===== src/rtl/uart_pkg.sv =====
`default_nettype none
// ============================================================================
//  Module   : uart_pkg
//  Purpose  : Shared types for the UART blocks: parity mode selection and the
//             transmit FSM state encoding.
//  Ports    : none (package)
//  Revision : 1.0 - initial release
// ============================================================================
package uart_pkg;

   typedef enum logic [1:0] {
      PARITY_NONE = 2'd0,
      PARITY_EVEN = 2'd1,
      PARITY_ODD  = 2'd2
   } parity_t;

   typedef enum logic [2:0] {
      TX_IDLE   = 3'd0,
      TX_START  = 3'd1,
      TX_DATA   = 3'd2,
      TX_PARITY = 3'd3,
      TX_STOP   = 3'd4
   } tx_state_t;

endpackage
`default_nettype wire


===== src/rtl/uart_fifo.sv =====
`default_nettype none
// ============================================================================
//  Module   : uart_fifo
//  Purpose  : Synchronous show-ahead FIFO. rd_data always presents the oldest
//             word; pop consumes it. Pushes while full and pops while empty
//             are ignored.
//  Ports    : clk, rst            - clock, synchronous active-high reset
//             push, wr_data       - write request and word
//             pop, rd_data        - read request and head-of-queue word
//             full, empty, count  - occupancy status
//  Revision : 1.0 - initial release
// ============================================================================
module uart_fifo #(
   parameter int WIDTH = 8,
   parameter int DEPTH = 4
) (
   input  logic                       clk,
   input  logic                       rst,
   input  logic                       push,
   input  logic [WIDTH-1:0]           wr_data,
   input  logic                       pop,
   output logic [WIDTH-1:0]           rd_data,
   output logic                       full,
   output logic                       empty,
   output logic [$clog2(DEPTH+1)-1:0] count
);

   localparam int c_aw = $clog2(DEPTH);
   localparam int c_cw = $clog2(DEPTH+1);

   logic [WIDTH-1:0] r_mem [DEPTH];
   logic [c_aw-1:0]  r_wr_ptr;
   logic [c_aw-1:0]  r_rd_ptr;
   logic [c_cw-1:0]  r_count;
   logic             w_do_push;
   logic             w_do_pop;

   assign full      = (r_count == c_cw'(DEPTH));
   assign empty     = (r_count == '0);
   assign count     = r_count;
   assign rd_data   = r_mem[r_rd_ptr];
   assign w_do_push = push & ~full;
   assign w_do_pop  = pop & ~empty;

   // Storage carries no reset; only the pointers define valid contents.
   always_ff @(posedge clk) begin
      if (w_do_push) begin
         r_mem[r_wr_ptr] <= wr_data;
      end
   end

   // DEPTH is a power of two, so the pointers wrap naturally.
   always_ff @(posedge clk) begin
      if (rst) begin
         r_wr_ptr <= '0;
         r_rd_ptr <= '0;
         r_count  <= '0;
      end else begin
         if (w_do_push) begin
            r_wr_ptr <= r_wr_ptr + c_aw'(1);
         end
         if (w_do_pop) begin
            r_rd_ptr <= r_rd_ptr + c_aw'(1);
         end
         case ({w_do_push, w_do_pop})
            2'b10:   r_count <= r_count + c_cw'(1);
            2'b01:   r_count <= r_count - c_cw'(1);
            default: r_count <= r_count;
         endcase
      end
   end

endmodule
`default_nettype wire


===== src/rtl/uart_tx_buffered.sv =====
`default_nettype none
// ============================================================================
//  Module   : uart_tx_buffered
//  Purpose  : UART transmitter with a transmit FIFO. Words are queued with a
//             valid/ready handshake and sent as start, data (LSB first),
//             optional parity and stop bits on a registered, idle-high line.
//  Ports    : clk, rst     - clock, synchronous active-high reset
//             baud_div     - clk cycles per baud tick (0 behaves as 1)
//             valid_in     - data_in holds a word to queue
//             data_in      - word to transmit
//             ready_out    - FIFO not full
//             tx           - serial output
//             busy         - frame in progress or words queued
//             fifo_count   - words held in the FIFO
//  Revision : 1.0 - initial release
// ============================================================================
module uart_tx_buffered
   import uart_pkg::*;
#(
   parameter int      DATA_BITS  = 8,
   parameter int      STOP_BITS  = 1,
   parameter parity_t PARITY     = PARITY_NONE,
   parameter int      OVERSAMPLE = 16,
   parameter int      DEPTH      = 4
) (
   input  logic                       clk,
   input  logic                       rst,
   input  logic [15:0]                baud_div,
   input  logic                       valid_in,
   input  logic [DATA_BITS-1:0]       data_in,
   output logic                       ready_out,
   output logic                       tx,
   output logic                       busy,
   output logic [$clog2(DEPTH+1)-1:0] fifo_count
);

   localparam int c_tick_w = (OVERSAMPLE > 1) ? $clog2(OVERSAMPLE) : 1;
   localparam int c_bit_w  = 4;
   localparam logic [c_tick_w-1:0] c_tick_last = c_tick_w'(OVERSAMPLE - 1);
   localparam logic [c_bit_w-1:0]  c_data_last = c_bit_w'(DATA_BITS - 1);
   localparam logic [c_bit_w-1:0]  c_stop_last = c_bit_w'(STOP_BITS - 1);

   tx_state_t             r_state;
   tx_state_t             w_state_next;
   logic [15:0]           r_div;
   logic [15:0]           r_div_cnt;
   logic [c_tick_w-1:0]   r_tick_cnt;
   logic [c_bit_w-1:0]    r_bit_cnt;
   logic [DATA_BITS-1:0]  r_shreg;
   logic                  r_par_bit;
   logic                  r_tx;

   logic [15:0]           w_div_eff;
   logic                  w_tick;
   logic                  w_bit_end;
   logic                  w_pop;
   logic                  w_restart;
   logic                  w_shift;
   logic                  w_bit_inc;
   logic                  w_bit_clr;
   logic                  w_full;
   logic                  w_empty;
   logic [DATA_BITS-1:0]  w_fifo_data;

   uart_fifo #(
      .WIDTH (DATA_BITS),
      .DEPTH (DEPTH)
   ) u_fifo (
      .clk     (clk),
      .rst     (rst),
      .push    (valid_in),
      .wr_data (data_in),
      .pop     (w_pop),
      .rd_data (w_fifo_data),
      .full    (w_full),
      .empty   (w_empty),
      .count   (fifo_count)
   );

   assign ready_out = ~w_full;
   assign tx        = r_tx;
   assign busy      = (r_state != TX_IDLE) || (fifo_count != '0);

   // The divisor in use is latched only at tick boundaries (and frame start),
   // so a baud_div change never cuts a tick short.
   assign w_div_eff = (baud_div == 16'd0) ? 16'd1 : baud_div;
   assign w_tick    = (r_div_cnt == r_div - 16'd1);
   assign w_bit_end = w_tick && (r_tick_cnt == c_tick_last);

   always_ff @(posedge clk) begin
      if (rst) begin
         r_state <= TX_IDLE;
      end else begin
         r_state <= w_state_next;
      end
   end

   always_comb begin
      w_state_next = r_state;
      w_pop        = 1'b0;
      w_restart    = 1'b0;
      w_shift      = 1'b0;
      w_bit_inc    = 1'b0;
      w_bit_clr    = 1'b0;
      case (r_state)
         TX_IDLE: begin
            if (!w_empty) begin
               w_pop        = 1'b1;
               w_restart    = 1'b1;
               w_state_next = TX_START;
            end
         end
         TX_START: begin
            if (w_bit_end) begin
               w_bit_clr    = 1'b1;
               w_state_next = TX_DATA;
            end
         end
         TX_DATA: begin
            if (w_bit_end) begin
               w_shift = 1'b1;
               if (r_bit_cnt == c_data_last) begin
                  w_bit_clr    = 1'b1;
                  w_state_next = (PARITY == PARITY_NONE) ? TX_STOP : TX_PARITY;
               end else begin
                  w_bit_inc = 1'b1;
               end
            end
         end
         TX_PARITY: begin
            if (w_bit_end) begin
               w_bit_clr    = 1'b1;
               w_state_next = TX_STOP;
            end
         end
         TX_STOP: begin
            if (w_bit_end) begin
               if (r_bit_cnt == c_stop_last) begin
                  w_bit_clr = 1'b1;
                  // Chain straight into the next frame when words are queued.
                  if (!w_empty) begin
                     w_pop        = 1'b1;
                     w_restart    = 1'b1;
                     w_state_next = TX_START;
                  end else begin
                     w_state_next = TX_IDLE;
                  end
               end else begin
                  w_bit_inc = 1'b1;
               end
            end
         end
         default: w_state_next = TX_IDLE;
      endcase
   end

   // Baud tick and oversample counters. Restarting at START entry guarantees
   // a full-length start bit regardless of where the divider was.
   always_ff @(posedge clk) begin
      if (rst) begin
         r_div      <= 16'd1;
         r_div_cnt  <= '0;
         r_tick_cnt <= '0;
      end else if (w_restart) begin
         r_div      <= w_div_eff;
         r_div_cnt  <= '0;
         r_tick_cnt <= '0;
      end else if (r_state != TX_IDLE) begin
         if (w_tick) begin
            r_div      <= w_div_eff;
            r_div_cnt  <= '0;
            r_tick_cnt <= (r_tick_cnt == c_tick_last) ? '0 : r_tick_cnt + c_tick_w'(1);
         end else begin
            r_div_cnt <= r_div_cnt + 16'd1;
         end
      end
   end

   // Shift register, bit counter and precomputed parity.
   always_ff @(posedge clk) begin
      if (rst) begin
         r_shreg   <= '0;
         r_par_bit <= 1'b0;
         r_bit_cnt <= '0;
      end else begin
         if (w_pop) begin
            r_shreg   <= w_fifo_data;
            r_par_bit <= (^w_fifo_data) ^ (PARITY == PARITY_ODD);
         end else if (w_shift) begin
            r_shreg <= r_shreg >> 1;
         end
         if (w_bit_clr) begin
            r_bit_cnt <= '0;
         end else if (w_bit_inc) begin
            r_bit_cnt <= r_bit_cnt + c_bit_w'(1);
         end
      end
   end

   // The line is registered from the current state, so each bit appears on
   // tx one edge after the FSM enters it and keeps its exact length.
   always_ff @(posedge clk) begin
      if (rst) begin
         r_tx <= 1'b1;
      end else begin
         case (r_state)
            TX_START:  r_tx <= 1'b0;
            TX_DATA:   r_tx <= r_shreg[0];
            TX_PARITY: r_tx <= r_par_bit;
            default:   r_tx <= 1'b1;
         endcase
      end
   end

endmodule
`default_nettype wire


===== config.mk =====
export PLATFORM = sky130hd
export DESIGN_NAME = uart_tx_buffered
export DESIGN_NICKNAME = d
export VERILOG_FILES = /design/src/rtl/uart_pkg.sv /design/src/rtl/uart_fifo.sv /design/src/rtl/uart_tx_buffered.sv
export SDC_FILE = /design/constraint.sdc
export NUM_CORES = 1
export LEC_CHECK = 0
export CAP_MARGIN = 15
export CORE_AREA = 5 5 147 93
export DETAILED_ROUTE_END_ITERATION = 8
export DIE_AREA = 0 0 152 98
export RECOVER_POWER = 25
export SLEW_MARGIN = 25
export SYNTH_ARGS = -nofsm -noshare
export SYNTH_HDL_FRONTEND = slang
export SYNTH_SLANG_ARGS = --single-unit
export TNS_END_PERCENT = 10

===== constraint.sdc =====
create_clock -name clk -period 3.9 [get_ports clk]
set_input_delay 0.585 -clock clk [delete_from_list [all_inputs] [get_ports clk]]
set_output_delay 0.585 -clock clk [all_outputs]
set_load 0.01 [all_outputs]

# Word-level counts from Yosys, hierarchy flattened
# Memories as Yosys holds them, arrays and structs flattened. A register that Yosys moved wholly into a read port is not among the register bits.
# Index checks and enable logic that the tools add are counted.
# totals
memories,1
wordCells,99
out_inout_bits,6
mem_bits_rw,32
regBits,60
inputBits,27
# mem_list
memory,words,width,rd,rd_ports_with_merged_regs,write_ports,line,source
u_fifo.r_mem,4,8,1,1,1,uart_fifo.sv:31,logic [WIDTH-1:0] r_mem [DEPTH];
# classes
n_reduce_logical,19
eq_ne,17
muxes,39
add_sub_neg,8
bitwise_logic,4
# op_table
operator,n
2-to-1 mux 16 bit,5
2-to-1 mux 3 bit,7
"adder 16 x 1 -> 16 bit, second input constant",1
== test 16 bit,1
zero test 16 bit,1
2-to-1 mux 1 bit,16
2-to-1 mux 8 bit,2
"subtractor 16 x 1 -> 16 bit, second input constant",1
case mux 3 bit (5 select lines),1
"inequality test 2 bit, second input constant",7
"adder 4 x 1 -> 4 bit, second input constant",2
nonzero test 2 bit,4
parity 8 bit,1
AND reduction 7 bit,1
"== test 3 x 2 -> 1 bit, second input constant",2
"== test 3 bit, second input constant",2
zero test 3 bit,2
case mux 1 bit (3 select lines),2
case mux 3 bit (2 select lines),1
nonzero test 3 bit,2
OR reduction 2 bit,3
"adder 2 x 1 -> 2 bit, second input constant",2
"== test 4 x 3 -> 1 bit, second input constant",1
"== test 4 bit, second input constant",1
14 further kinds,19

# Longest topological paths before layout
# Gate-level depths: netlist of the first run.
# logic_depth
ltp_word,8
depth_mapped,17
ltp_nobuf,15

# By module
# A second synthesis of the first run with hierarchy kept.
# unflattened
cells_unflattened,470
area_unflattened_um2,4748.3
# modules_own_cells
module,cells_per_inst,seq_area_each_um2,instances,area_each_um2
uart_tx_buffered,374,1061.0,1,3113.0
uart_fifo,96,1141.1,1,1635.3

# Worst setup path after synthesis of the first run
# OpenSTA, ideal clock, no wires.
# synth_timing
path_type,reg-to-reg
from,reg r_div[6]
to,"reg u_fifo.r_count[2], in the netlist u_fifo.count[2]"
stages_incl_launch_ff,16
n_path_buf,2
setup_ns,0.070
required_ns,3.830
setup_slack_ns,0.293
arrival_ns,3.537
synth_period_minus_slack_ns,3.607
cell_sequence,dfxtp_1 clkbuf_1 or4_1 nor3_1 mux2_2 o21a_1 nor4_1 a21oi_2 buf_2 inv_1 ha_1 inv_1 fa_1 xor2_1 or3_1 a21oi_1
# synth_via
elab_chain_len,8
elab_cells_between_ends,10
classes_between,1 x add/sub; 3 x eq/ne; 3 x mux; 1 x bitwise; 2 x reduce/logical
# synth_rtl
element,line,source
start: declaration,uart_tx_buffered.sv:45,logic [15:0] r_div;
start signal: assignment,uart_tx_buffered.sv:165,r_div <= w_div_eff;
start signal: assignment,uart_tx_buffered.sv:170,r_div <= w_div_eff;
subtractor 16 x 1 -> 16 bit *,uart_tx_buffered.sv:87,assign w_tick = (r_div_cnt == r_div - 16'd1);
== test 16 bit *,uart_tx_buffered.sv:87,
logical AND 1 bit *,uart_tx_buffered.sv:88,assign w_bit_end = w_tick && (r_tick_cnt == c_tick_last);
2-to-1 mux 1 bit *,uart_tx_buffered.sv:137,if (w_bit_end) begin
case mux 1 bit (2 select lines) *,uart_tx_buffered.sv:105,case (r_state)
bitwise AND 1 bit *,uart_fifo.sv:43,assign w_do_pop = pop & ~empty;
via u_fifo.w_do_pop,uart_fifo.sv:36,logic w_do_pop;
== test 2 x 1 -> 1 bit / == test 2 bit (equally long branches),uart_fifo.sv:65,"case ({w_do_push, w_do_pop})"
case mux 3 bit (2 select lines) / nonzero test 2 bit (equally long branches),--,
end signal: assignment,uart_fifo.sv:66,2'b10: r_count <= r_count + c_cw'(1);
end signal: assignment,uart_fifo.sv:67,2'b01: r_count <= r_count - c_cw'(1);
end signal: assignment,uart_fifo.sv:68,default: r_count <= r_count;
end: declaration,uart_fifo.sv:34,logic [c_cw-1:0] r_count;
# Mark *: on every way through the listed nets, which the timed path passes. The rest lies on a longest branch.
# A chain may end at the register's enable or synchronous reset.

# Worst setup path in the final report of the first run
# layout_timing
from,reg r_div[0]
to,"reg u_fifo.r_count[2], in the netlist u_fifo.count[2]"
# The elaborated chain is that of the path after synthesis.

==> run summary, run 1 <==
==================================================================================================
Final hold slack ....................................................................     485.5 ps
Total detailed-routing wirelength ...................................................     10.41 mm
RSZ-0062 raised after global routing ................................................           no
Pin count of the biggest net entering global routing ................................           25
Weighted congestion at the end of routability-driven global placement ...............       0.9033
Final core utilization ..............................................................       44.59%
Synthesized flop and latch total ....................................................           94
Number of standard cells after synthesis ............................................          463
Clock transition time at the flip-flop clock pins of the worst setup and hold paths .        60 ps
Placed cell areas ...................................................................     5238 um2
Number of hold-slack violations in the final timing report ..........................            0
Via-per-instance ratio ..............................................................        5.239
Iter 0 DRT Violations ...............................................................          210
Worst-case clock skew ...............................................................     7.240 ps
HPWL after detailed placement .......................................................     7.739 mm
Cell area after layout ..............................................................     5499 um2
Final setup violation count .........................................................            0
Number of setup buffers added after CTS .............................................            0
Number of top-level pins ............................................................           33
Cell-by-cell trace of the critical path ............................................. inv_1, ha_1, or4b_1, nor2_1, nor4b_2, a211oi_2, nor4_2, a21oi_2, inv_1, ha_1, inv_1, fa_1, xor2_1, or3_1, a21oi_1
Die boundary width ..................................................................       152 um
Clock H-tree levels .................................................................            3
Count of antenna diodes in the layout ...............................................            0
Number of distinct library cells after synthesis ....................................           64
Port Buf Inserts ....................................................................           32
Static Leak .........................................................................     2.078 nW
Wire length of the first global-routing pass ........................................     17.44 mm
CTS buffer count ....................................................................            9
Startpoint kind of the worst setup timing path ......................................    flip-flop
CTS Sinks ...........................................................................           94
Residual DRC count ..................................................................            0
All-layer global routing usage ......................................................       14.48%
Post-synthesis async set-or-reset flop share ........................................           0%
Standard cell core area .............................................................    12330 um2
Time the final worst path needs with I/O delays and setup ...........................      3572 ps
Initial antenna violation count .....................................................            0
Synth top area cells ................................................................ dfxtp_1 26%, edfxtp_1 20%, nor2_1 5.3%
Share of the yosys chip area belonging to registers .................................       46.49%
Count of final max-slew check failures ..............................................            0
Synthesized area per cell ...........................................................    10.23 um2
Power Dens Cells .................................................................... 752.9 nW/um2
CTS tree ............................................................................          yes
CP required .........................................................................      4160 ps
Wire length per cell after detailed routing .........................................     15.57 um
Number of global-route vias before repair ...........................................         3374
Most frequent cells after synthesis ................................................. 67 x nor2_1, 62 x dfxtp_1, 32 x edfxtp_1
Commonest register cell after synthesis .............................................      dfxtp_1
Mapped Area .........................................................................     4737 um2
Area delta synth->final .............................................................       16.09%
Antenna violation net count after detailed routing ..................................            0
Yosys Warn Count ....................................................................            0
Instance count after placement with tap cells included ..............................          653
Overall overflow remaining after global route .......................................            0
CP dominant cell by count ...........................................................        inv_1
Worst-skew pair later-pin latency ...................................................       340 ps
Maximum buffer depth of the clock tree ..............................................            2
Highest Clock Rate ..................................................................   0.2800 GHz
Library cell occupying the most area in the post-synthesis netlist ..................      dfxtp_1
Kind of end point of the critical path ..............................................    flip-flop
Effective utilization at floorplan ..................................................       38.41%
Critical-path maximum fanout ........................................................            8
Max stage delay cell, worst path ....................................................       or4b_1
TNS Setup ...........................................................................         0 ps
TritonRoute pass-1 iters ............................................................            5
Via count of the routed design ......................................................         3505
Class of the most critical setup path ...............................................      reg2reg
Share of the synthesized area in the top cell type ..................................       26.20%
Status ..............................................................................    completed
Fraction of layout cells with a size suffix above 1 .................................       8.417%
Row count ...........................................................................           32
Period utilisation layout ...........................................................       91.59%
Worst min-delay path class ..........................................................      reg2reg
Max rail drop VDD ...................................................................     282.5 uV
Max Cap Violations ..................................................................            0
Net Count, Synth ....................................................................          501
Die boundary height .................................................................        98 um
Tightest slew margin relative to the limit ..........................................       38.65%
CP top delay family ................................................................. simple AND/OR/NAND/NOR gates
EDFF count, synth ...................................................................           32
Final net count .....................................................................          532
CP arrival ..........................................................................      3830 ps
Count of placed standard cells in the final layout, fillers left out ................          669
Buffering stage count on the worst path with inverters included .....................            3
Tightest Pin Transition .............................................................     917.3 ps
Most frequently used cell type in the post-synthesis netlist ........................       nor2_1
Root Driver .........................................................................    clkbuf_16
Slowest Stage Delay on Critical Path ................................................       620 ps
Floorplan die area ..................................................................    14900 um2
==================================================================================================
## cells in the final DEF, fill, tap and decap left out, types with 2 or more instances in the layout
cell	synthesis	routed
a211oi_1	9	9
a211oi_2	2	2
a21boi_0	2	2
a21oi_1	17	17
a31oi_1	5	5
and2_1	2	2
and3_1	12	12
buf_4	1	9
clkbuf_1	10	6
clkbuf_16	0	9
clkdlybuf4s50_1	0	23
dfxtp_1	62	62
dlygate4sd3_1	0	9
edfxtp_1	32	32
ha_1	10	10
inv_1	18	18
mux2i_1	25	25
mux4_2	8	8
nand2_1	20	20
nand2b_1	5	5
nand3_1	18	18
nand4_1	5	5
nor2_1	67	67
nor3_1	11	11
nor3_2	2	2
nor3b_1	6	6
nor4_1	5	4
nor4b_2	2	2
o21a_1	2	2
o21ai_0	6	6
o22ai_1	2	2
or2_1	2	2
or3_1	9	9
or4_1	2	2
xnor2_1	22	22
xor2_1	24	24
## tightest hold or removal path, delay by kind of cell, from the launching register on
kind               cells  cell delay, ps
AOI/OAI and AO/OA      1              60
DFF                    1             310
and+or+nand+nor        1              70
## power breakdown
part	internal, mW	switching [mW]	total [mW]
Sequential	1.22	0.233	1.45
Combinational	0.849	1.06	1.91
Clock	0.434	0.349	0.783
## cell type report
type	count	area, um2
clock buffer	15	247.7
clock inverter	1	7.507
fill	1199	6833
inverter	18	67.56
multi-input combinational	330	2374
sequential	94	2202
tap	170	212.7
timing repair buffer	41	387.9
## final timing paths
check,slack (ps),endpoint,depth (start not counted),from
max,330,u_fifo.count[2]$_SDFFE_PP0P_,15,r_div[0]$_SDFFE_PP1P_
max reg2reg,330,u_fifo.count[2]$_SDFFE_PP0P_,15,r_div[0]$_SDFFE_PP1P_
min,490,r_shreg[7]$_SDFFE_PP0P_,2,r_shreg[7]$_SDFFE_PP0P_
min reg2reg,490,r_shreg[7]$_SDFFE_PP0P_,2,r_shreg[7]$_SDFFE_PP0P_
## flip-flops by register name, indices dropped and copies added (netlist names), named ones only
| register | count |
|---|---|
| u_fifo.r_mem | 32 |
| r_div | 16 |
| r_div_cnt | 16 |
| r_shreg | 8 |
| r_bit_cnt | 4 |
| r_tick_cnt | 4 |
| r_state | 3 |
| u_fifo.count | 3 |
| u_fifo.r_rd_ptr | 2 |
| u_fifo.r_wr_ptr | 2 |
| r_par_bit | 1 |
| tx | 1 |
## layer usage
metal / track usage [%] / share of wire, % / vias to the layer above
li1: - / - / 1723
met2: 20.60 / 40 / 78
met4: 3.315 / 1.2 / 0
met3: 4.252 / 4.6 / 12
met5: 0 / 0 / -
met1: 21.65 / 54 / 1692
## what timing repair did
action / CTS / global route
resized for setup: 0 / 1
setup endpoints to repair: 0 / 1
hold buffers: 0 / 0
## logic make-up (layout without fill, tap and decap cells)
kind of cell,Yosys count,after routing,share of synthesized area (%)
multiplexers,35,35,9.561
adder cells (fa/ha/maj),11,11,3.064
AO/OA/AOI/OAI,61,61,8.848
buffers and inverters,39,75,3.619
AND/OR/NAND/NOR,177,177,19.92
flip-flops,94,94,46.49
XOR/XNOR,46,46,8.505
## stage by stage
step                setup slack (ps)  power, mW
floorplan                      292.9      2.881
global placement               321.3      3.329
detailed placement             258.5      3.353
CTS                            233.9      4.157
global route                   33.11      4.438
finish                         328.2      4.140
(Power assumes the default switching activity.)
==> run 2, diff against run 1 <==
- CORE_AREA: 5 5 147 93 -> 5 5 139 88
- CTS_CLUSTER_SIZE: unset -> 12
- DIE_AREA: 0 0 152 98 -> 0 0 144 93
==> run 2 against run 1 <==
Global-route usage up 2.3 points. Combinational power fell by 3%. First-iteration DRC count increased by 50%. Non-clock buffer count fell by 5. Cell count down 4.6%. Utilization rose by 5.1 points. Critical path type unchanged. Critical endpoint unchanged.
==> run summary, run 2 (synthesis gave the netlist of run 1 again) <==
==================================================================================================
Count of final max-slew check failures ..............................................            0
Iter 0 DRT Violations ...............................................................          316
Maximum buffer depth of the clock tree ..............................................            2
Cell area after layout ..............................................................     5428 um2
Number of setup buffers added after CTS .............................................            0
DR WL met2 ..........................................................................     4.013 mm
Max reg flops .......................................................................           32
Max Cap Violations ..................................................................            0
Critical-path maximum fanout ........................................................            8
Largest registers ................................................................... u_fifo.r_mem (32), r_div (16), r_div_cnt (16)
Pin count of the biggest net entering global routing ................................           28
Time the final worst path needs with I/O delays and setup ...........................      3642 ps
CTS tree ............................................................................          yes
Clock transition time at the flip-flop clock pins of the worst setup and hold paths .        70 ps
Worst-case clock skew ...............................................................     7.370 ps
Most frequent cells in the layout ................................................... 67 x nor2_1, 62 x dfxtp_1, 32 x edfxtp_1
Number of global-route vias before repair ...........................................         3373
Placed cell areas ...................................................................     5167 um2
Overall overflow remaining after global route .......................................            0
Clock H-tree levels .................................................................            3
Reg-to-Reg Start .................................................................... r_div[0]$_SDFFE_PP1P_
Root Driver .........................................................................    clkbuf_16
Tightest Pin Transition .............................................................     750.9 ps
Port Buf Inserts ....................................................................           32
CP required .........................................................................      4180 ps
Via count of the routed design ......................................................         3491
Class of the most critical setup path ...............................................      reg2reg
Status ..............................................................................    completed
Startpoint kind of the worst setup timing path ......................................    flip-flop
Most common cell after layout, fill and taps aside ..................................       nor2_1
Effective utilization at floorplan ..................................................       43.37%
Die boundary width ..................................................................       144 um
Antenna violation net count after detailed routing ..................................            0
Via-per-instance ratio ..............................................................        5.472
Standard cell core area .............................................................    10920 um2
Worst-skew pair later-pin latency ...................................................       340 ps
Kind of end point of the critical path ..............................................    flip-flop
Final setup violation count .........................................................            0
CTS Sinks ...........................................................................           94
Register containing the most flip-flops in the final layout ......................... u_fifo.r_mem
Startpoint of the tightest hold check path .......................................... r_shreg[7]$_SDFFE_PP0P_
Cts repair resizes ..................................................................            0
Fraction of layout cells with a size suffix above 1 .................................       7.895%
Max stage delay cell, worst path ....................................................       or4b_1
Tightest slew margin relative to the limit ..........................................       49.56%
TritonRoute pass-1 iters ............................................................            5
Count of antenna diodes in the layout ...............................................            0
Weighted congestion at the end of routability-driven global placement ...............       0.8630
All-layer global routing usage ......................................................       16.77%
Worst min-delay path class ..........................................................      reg2reg
Highest Clock Rate ..................................................................   0.2745 GHz
Met3 routed wirelength ..............................................................       740 um
Static Leak .........................................................................     2.066 nW
Number of hold-slack violations in the final timing report ..........................            0
Top routing layer in use ............................................................         met4
Die boundary height .................................................................        93 um
Hold buffer count at cts ............................................................            0
CTS buffer count ....................................................................            9
Total detailed-routing wirelength ...................................................     10.50 mm
Slowest Stage Delay on Critical Path ................................................       630 ps
Period utilisation layout ...........................................................       93.40%
Floorplan die area ..................................................................    13390 um2
Area delta synth->final .............................................................       14.58%
Wire length per cell after detailed routing .........................................     16.46 um
Power Dens Cells .................................................................... 754.6 nW/um2
Row count ...........................................................................           30
CP arrival ..........................................................................      3920 ps
Cell-by-cell trace of the critical path ............................................. inv_1, ha_1, or4b_1, nor3_2, o2111a_1, a211oi_2, nor4_1, a21oi_2, inv_1, ha_1, inv_1, fa_1, xor2_1, or3_1, a21oi_1
Number of top-level pins ............................................................           33
CP dominant cell by count ...........................................................        inv_1
Max rail drop VDD ...................................................................     332.2 uV
Beginning of the critical path ...................................................... r_div[0]$_SDFFE_PP1P_
RSZ-0062 raised after global routing ................................................           no
Wire length of the first global-routing pass ........................................     17.44 mm
Final net count .....................................................................          527
Residual DRC count ..................................................................            0
DRT met1 WL .........................................................................     5.623 mm
TNS Setup ...........................................................................         0 ps
Final core utilization ..............................................................       49.69%
HPWL after detailed placement .......................................................     7.830 mm
Initial antenna violation count .....................................................            0
==================================================================================================
[run 2: changes by cell type in the layout (fill, tap and decap cells not counted)]
| cell | delta |
|---|---|
| clkinv_4 | +1 |
| clkbuf_1 | -3 |
| buf_4 | -5 |
| nor4_2 | -1 |
| nor4_1 | +1 |
| clkinvlp_4 | -1 |
| clkinv_2 | +3 |
[run 2: layout make-up]
cell class | instances | area (um2)
repair buffers | 36 | 350.3
inverters | 18 | 67.56
clock inverters | 4 | 23.77
multi-input cells | 330 | 2367
well taps | 144 | 180.2
fillers | 997 | 5495
flip-flops and latches | 94 | 2202
clock buffers | 12 | 236.5
[run 2: layer usage]
layer  up-vias  global-route usage, %
li1       1723                      -
met2        92                  22.56
met1      1664                  26.59
met3        12                  3.986
met5         -                      0
met4         0                  3.997
[run 2: worst paths after layout]
check / slack (ps) / endpoint / cells past startpoint
max reg2reg: 260 / u_fifo.count[2]$_SDFFE_PP0P_ / 15
max: 260 / u_fifo.count[2]$_SDFFE_PP0P_ / 15
min reg2reg: 490 / r_shreg[7]$_SDFFE_PP0P_ / 2
min: 490 / r_shreg[7]$_SDFFE_PP0P_ / 2
[run 2: critical path: cells and delay by family (launching register included)]
family | cells | cell delay (ps)
AO/OA/AOI/OAI | 4 | 550
XOR/XNOR | 1 | 160
AND/OR/NAND/NOR | 4 | 1520
adder cells (fa/ha/maj) | 3 | 790
flip-flops | 1 | 340
buffers and inverters | 3 | 220
[run 2: power breakdown]
part	internal (mW)	switching (mW)	leakage [nW]
Clock	0.431	0.363	0.130
Combinational	0.811	1.04	1.14
Sequential	1.22	0.239	0.800
Total	2.46	1.64	2.07
[run 2: metrics by stage]
step           hold WS, ps  setup WS [ps]  instances  total power [mW]
2_1_floorplan        447.2          292.9        463             2.881
3_3_place_gp         460.4          384.8        622             3.283
3_5_place_dp         484.3          287.6        622             3.312
4_1_cts              494.3          261.7        638             4.113
5_1_grt              519.0          11.11        638             4.405
6_report             488.9          257.5        638             4.096
==> run 3, diff against run 2 <==
- clock period: 3.9 -> 3.55 ns (I/O delays scaled with it)
==> run 3 against run 2 <==
Fmax rose by 6.2%. Combinational power rose by 26%. Non-clock buffer count rose by 14. Flip-flop and latch count did not move. First-iteration DRC count fell by 31%. Design area rose by 4.4%. Sequential share of layout area fell by 1.7 points. Count of clock-buffer cells in the layout rose by 2. Largest power group unchanged.
==> run summary, run 3 (synthesis gave the netlist of run 1 again) <==
==================================================================================================
Residual DRC count ..................................................................            0
CP required .........................................................................      3830 ps
Max reg flops .......................................................................           32
Largest registers ................................................................... u_fifo.r_mem (32), r_div (16), r_div_cnt (16)
Effective utilization at floorplan ..................................................       43.37%
TNS Setup ...........................................................................         0 ps
Setup slack, reg-to-reg .............................................................       120 ps
Standard cell core area .............................................................    10920 um2
Highest Clock Rate ..................................................................   0.2916 GHz
Final net count .....................................................................          541
Via-per-instance ratio ..............................................................        5.377
Count of final max-slew check failures ..............................................            0
TritonRoute pass-1 iters ............................................................            5
Register containing the most flip-flops in the final layout ......................... u_fifo.r_mem
Pin count of the biggest net entering global routing ................................           24
Depth of the worst hold-timing path .................................................            2
Clock transition time at the flip-flop clock pins of the worst setup and hold paths .        60 ps
Most common cell after layout, fill and taps aside ..................................       nor2_1
Slowest Stage Delay on Critical Path ................................................       560 ps
CTS Sinks ...........................................................................           94
Row count ...........................................................................           30
Critical-path maximum fanout ........................................................            2
Worst Hold Path EP .................................................................. r_shreg[7]$_SDFFE_PP0P_
Static Leak .........................................................................     2.184 nW
Hold buffer count at cts ............................................................            0
Floorplan die area ..................................................................    13390 um2
CP arrival ..........................................................................      3710 ps
Number of inserted filler cells in the final layout .................................          965
Die boundary height .................................................................        93 um
Clock H-tree levels .................................................................            3
Final setup violation count .........................................................            0
CP dominant cell by count ...........................................................        inv_1
Time the final worst path needs with I/O delays and setup ...........................      3429 ps
Number of top-level pins ............................................................           33
Status ..............................................................................    completed
All-layer global routing usage ......................................................       16.25%
Power Dens Cells .................................................................... 866.8 nW/um2
Via count of the routed design ......................................................         3506
Weighted congestion at the end of routability-driven global placement ...............       0.8087
Register area .......................................................................     2202 um2
CP top delay family ................................................................. simple AND/OR/NAND/NOR gates
Area delta synth->final .............................................................       19.68%
Tightest Pin Transition .............................................................     775.1 ps
Initial antenna violation count .....................................................            0
Maximum buffer depth of the clock tree ..............................................            2
CTS tree ............................................................................          yes
Number of hold-slack violations in the final timing report ..........................            0
Startpoint kind of the worst setup timing path ......................................    flip-flop
Tightest slew margin relative to the limit ..........................................       48.16%
Total power draw ....................................................................     4.914 mW
Port Buf Inserts ....................................................................           32
Max Cap Violations ..................................................................            0
Worst reg2reg path endpoint ......................................................... u_fifo.count[2]$_SDFFE_PP0P_
Count of antenna diodes in the layout ...............................................            0
Max stage delay cell, worst path ....................................................        or4_4
Cell-by-cell trace of the critical path ............................................. or4_4, nor3_4, mux2_2, o21a_4, nor4_4, a21oi_2, inv_1, ha_2, inv_1, fa_1, xor2_1, or3_1, a21oi_1
Root Driver .........................................................................    clkbuf_16
Beginning of the critical path ...................................................... r_div[5]$_SDFFE_PP0P_
Antenna violation net count after detailed routing ..................................            0
Buffering stage count on the worst path with inverters included .....................            2
Wire length of the first global-routing pass ........................................     16.73 mm
Period utilisation layout ...........................................................       96.60%
Worst-skew pair later-pin latency ...................................................       340 ps
Overall overflow remaining after global route .......................................            0
Worst min-delay path class ..........................................................      reg2reg
Max rail drop VDD ...................................................................     442.9 uV
Register-to-Register Path Depth .....................................................           13
Total detailed-routing wirelength ...................................................     10.59 mm
Class of the most critical setup path ...............................................      reg2reg
Multi-input combinational cell area .................................................     2441 um2
Number of global-route vias before repair ...........................................         3245
CTS buffer count ....................................................................            9
Kind of end point of the critical path ..............................................    flip-flop
Wire length per cell after detailed routing .........................................     16.24 um
Fraction of layout cells with a size suffix above 1 .................................       12.80%
Die boundary width ..................................................................       144 um
Iter 0 DRT Violations ...............................................................          219
Worst-case clock skew ...............................................................     5.558 ps
HPWL after detailed placement .......................................................     7.808 mm
Startpoint of the tightest hold check path .......................................... r_shreg[7]$_SDFFE_PP0P_
Most frequent cells in the layout ................................................... 67 x nor2_1, 62 x dfxtp_1, 32 x edfxtp_1
Final hold slack ....................................................................     469.6 ps
Reg-to-Reg Start .................................................................... r_div[5]$_SDFFE_PP0P_
==================================================================================================
run 3: final cells by class:
type | count | share of cell area (%)
Clock buffer | 14 | 5.010
Clock inverter | 2 | 0.6842
Inverter | 18 | 1.192
Multi-Input combinational cell | 330 | 43.06
Sequential cell | 94 | 38.84
Tap cell | 144 | 3.178
Timing Repair Buffer | 50 | 8.034
run 3: worst register-to-register path, delay by kind of cell, from the launching register on:
family          cells  cell delay (ps)
compound gates      3              490
xor+xnor            1              160
fa+ha+maj           2              550
buf+inv             2              130
flops               1              310
mux                 1              360
simple gates        4             1360
run 3: what timing repair did:
item,in CTS,in global routing
hold endpoints to repair,0,0
setup buffers,0,2
setup endpoints to repair,1,1
pin swaps,0,5
resized for setup,1,11
run 3: worst max path at each step:
stage / to / slack, ps / cells past startpoint
2_1_floorplan: u_fifo.count[2]$_SDFFE_PP0P_ / 30 / 15
3_3_place_gp: u_fifo.count[2]$_SDFFE_PP0P_ / 160 / 15
3_5_place_dp: u_fifo.count[2]$_SDFFE_PP0P_ / 20 / 15
4_1_cts: u_fifo.count[2]$_SDFFE_PP0P_ / 50 / 13
5_1_grt: u_fifo.count[2]$_SDFFE_PP0P_ / -30 / 16
6_report: u_fifo.count[2]$_SDFFE_PP0P_ / 120 / 13
run 3: power by group:
part	total (mW)	internal (mW)	switching, mW
sequential	1.56	1.33	0.223
combinational	2.33	1.06	1.27
clock	1.02	0.624	0.397
run 3: per-stage QoR:
stage / std cells / instance area [um2] / setup slack, ps / util [%]
floorplan: 463 / 4748 / 30.23 / -
global placement: 634 / 5269 / 161.1 / 48.24
detailed placement: 634 / 5269 / 21.80 / 48.24
CTS: 650 / 5595 / 48.39 / 51.23
global route: 652 / 5669 / -34.01 / 51.90
finish: 652 / 5669 / 120.5 / 51.90
run 3: layer usage:
| layer | global-route usage [%] | vias to the layer above | share of wire [%] |
|---|---|---|---|
| li1 | - | 1741 | - |
| met2 | 21.05 | 80 | 39 |
| met5 | 0 | - | 0 |
| met3 | 5.519 | 10 | 7.4 |
| met1 | 25.57 | 1675 | 53 |
| met4 | 3.527 | 0 | 1.2 |
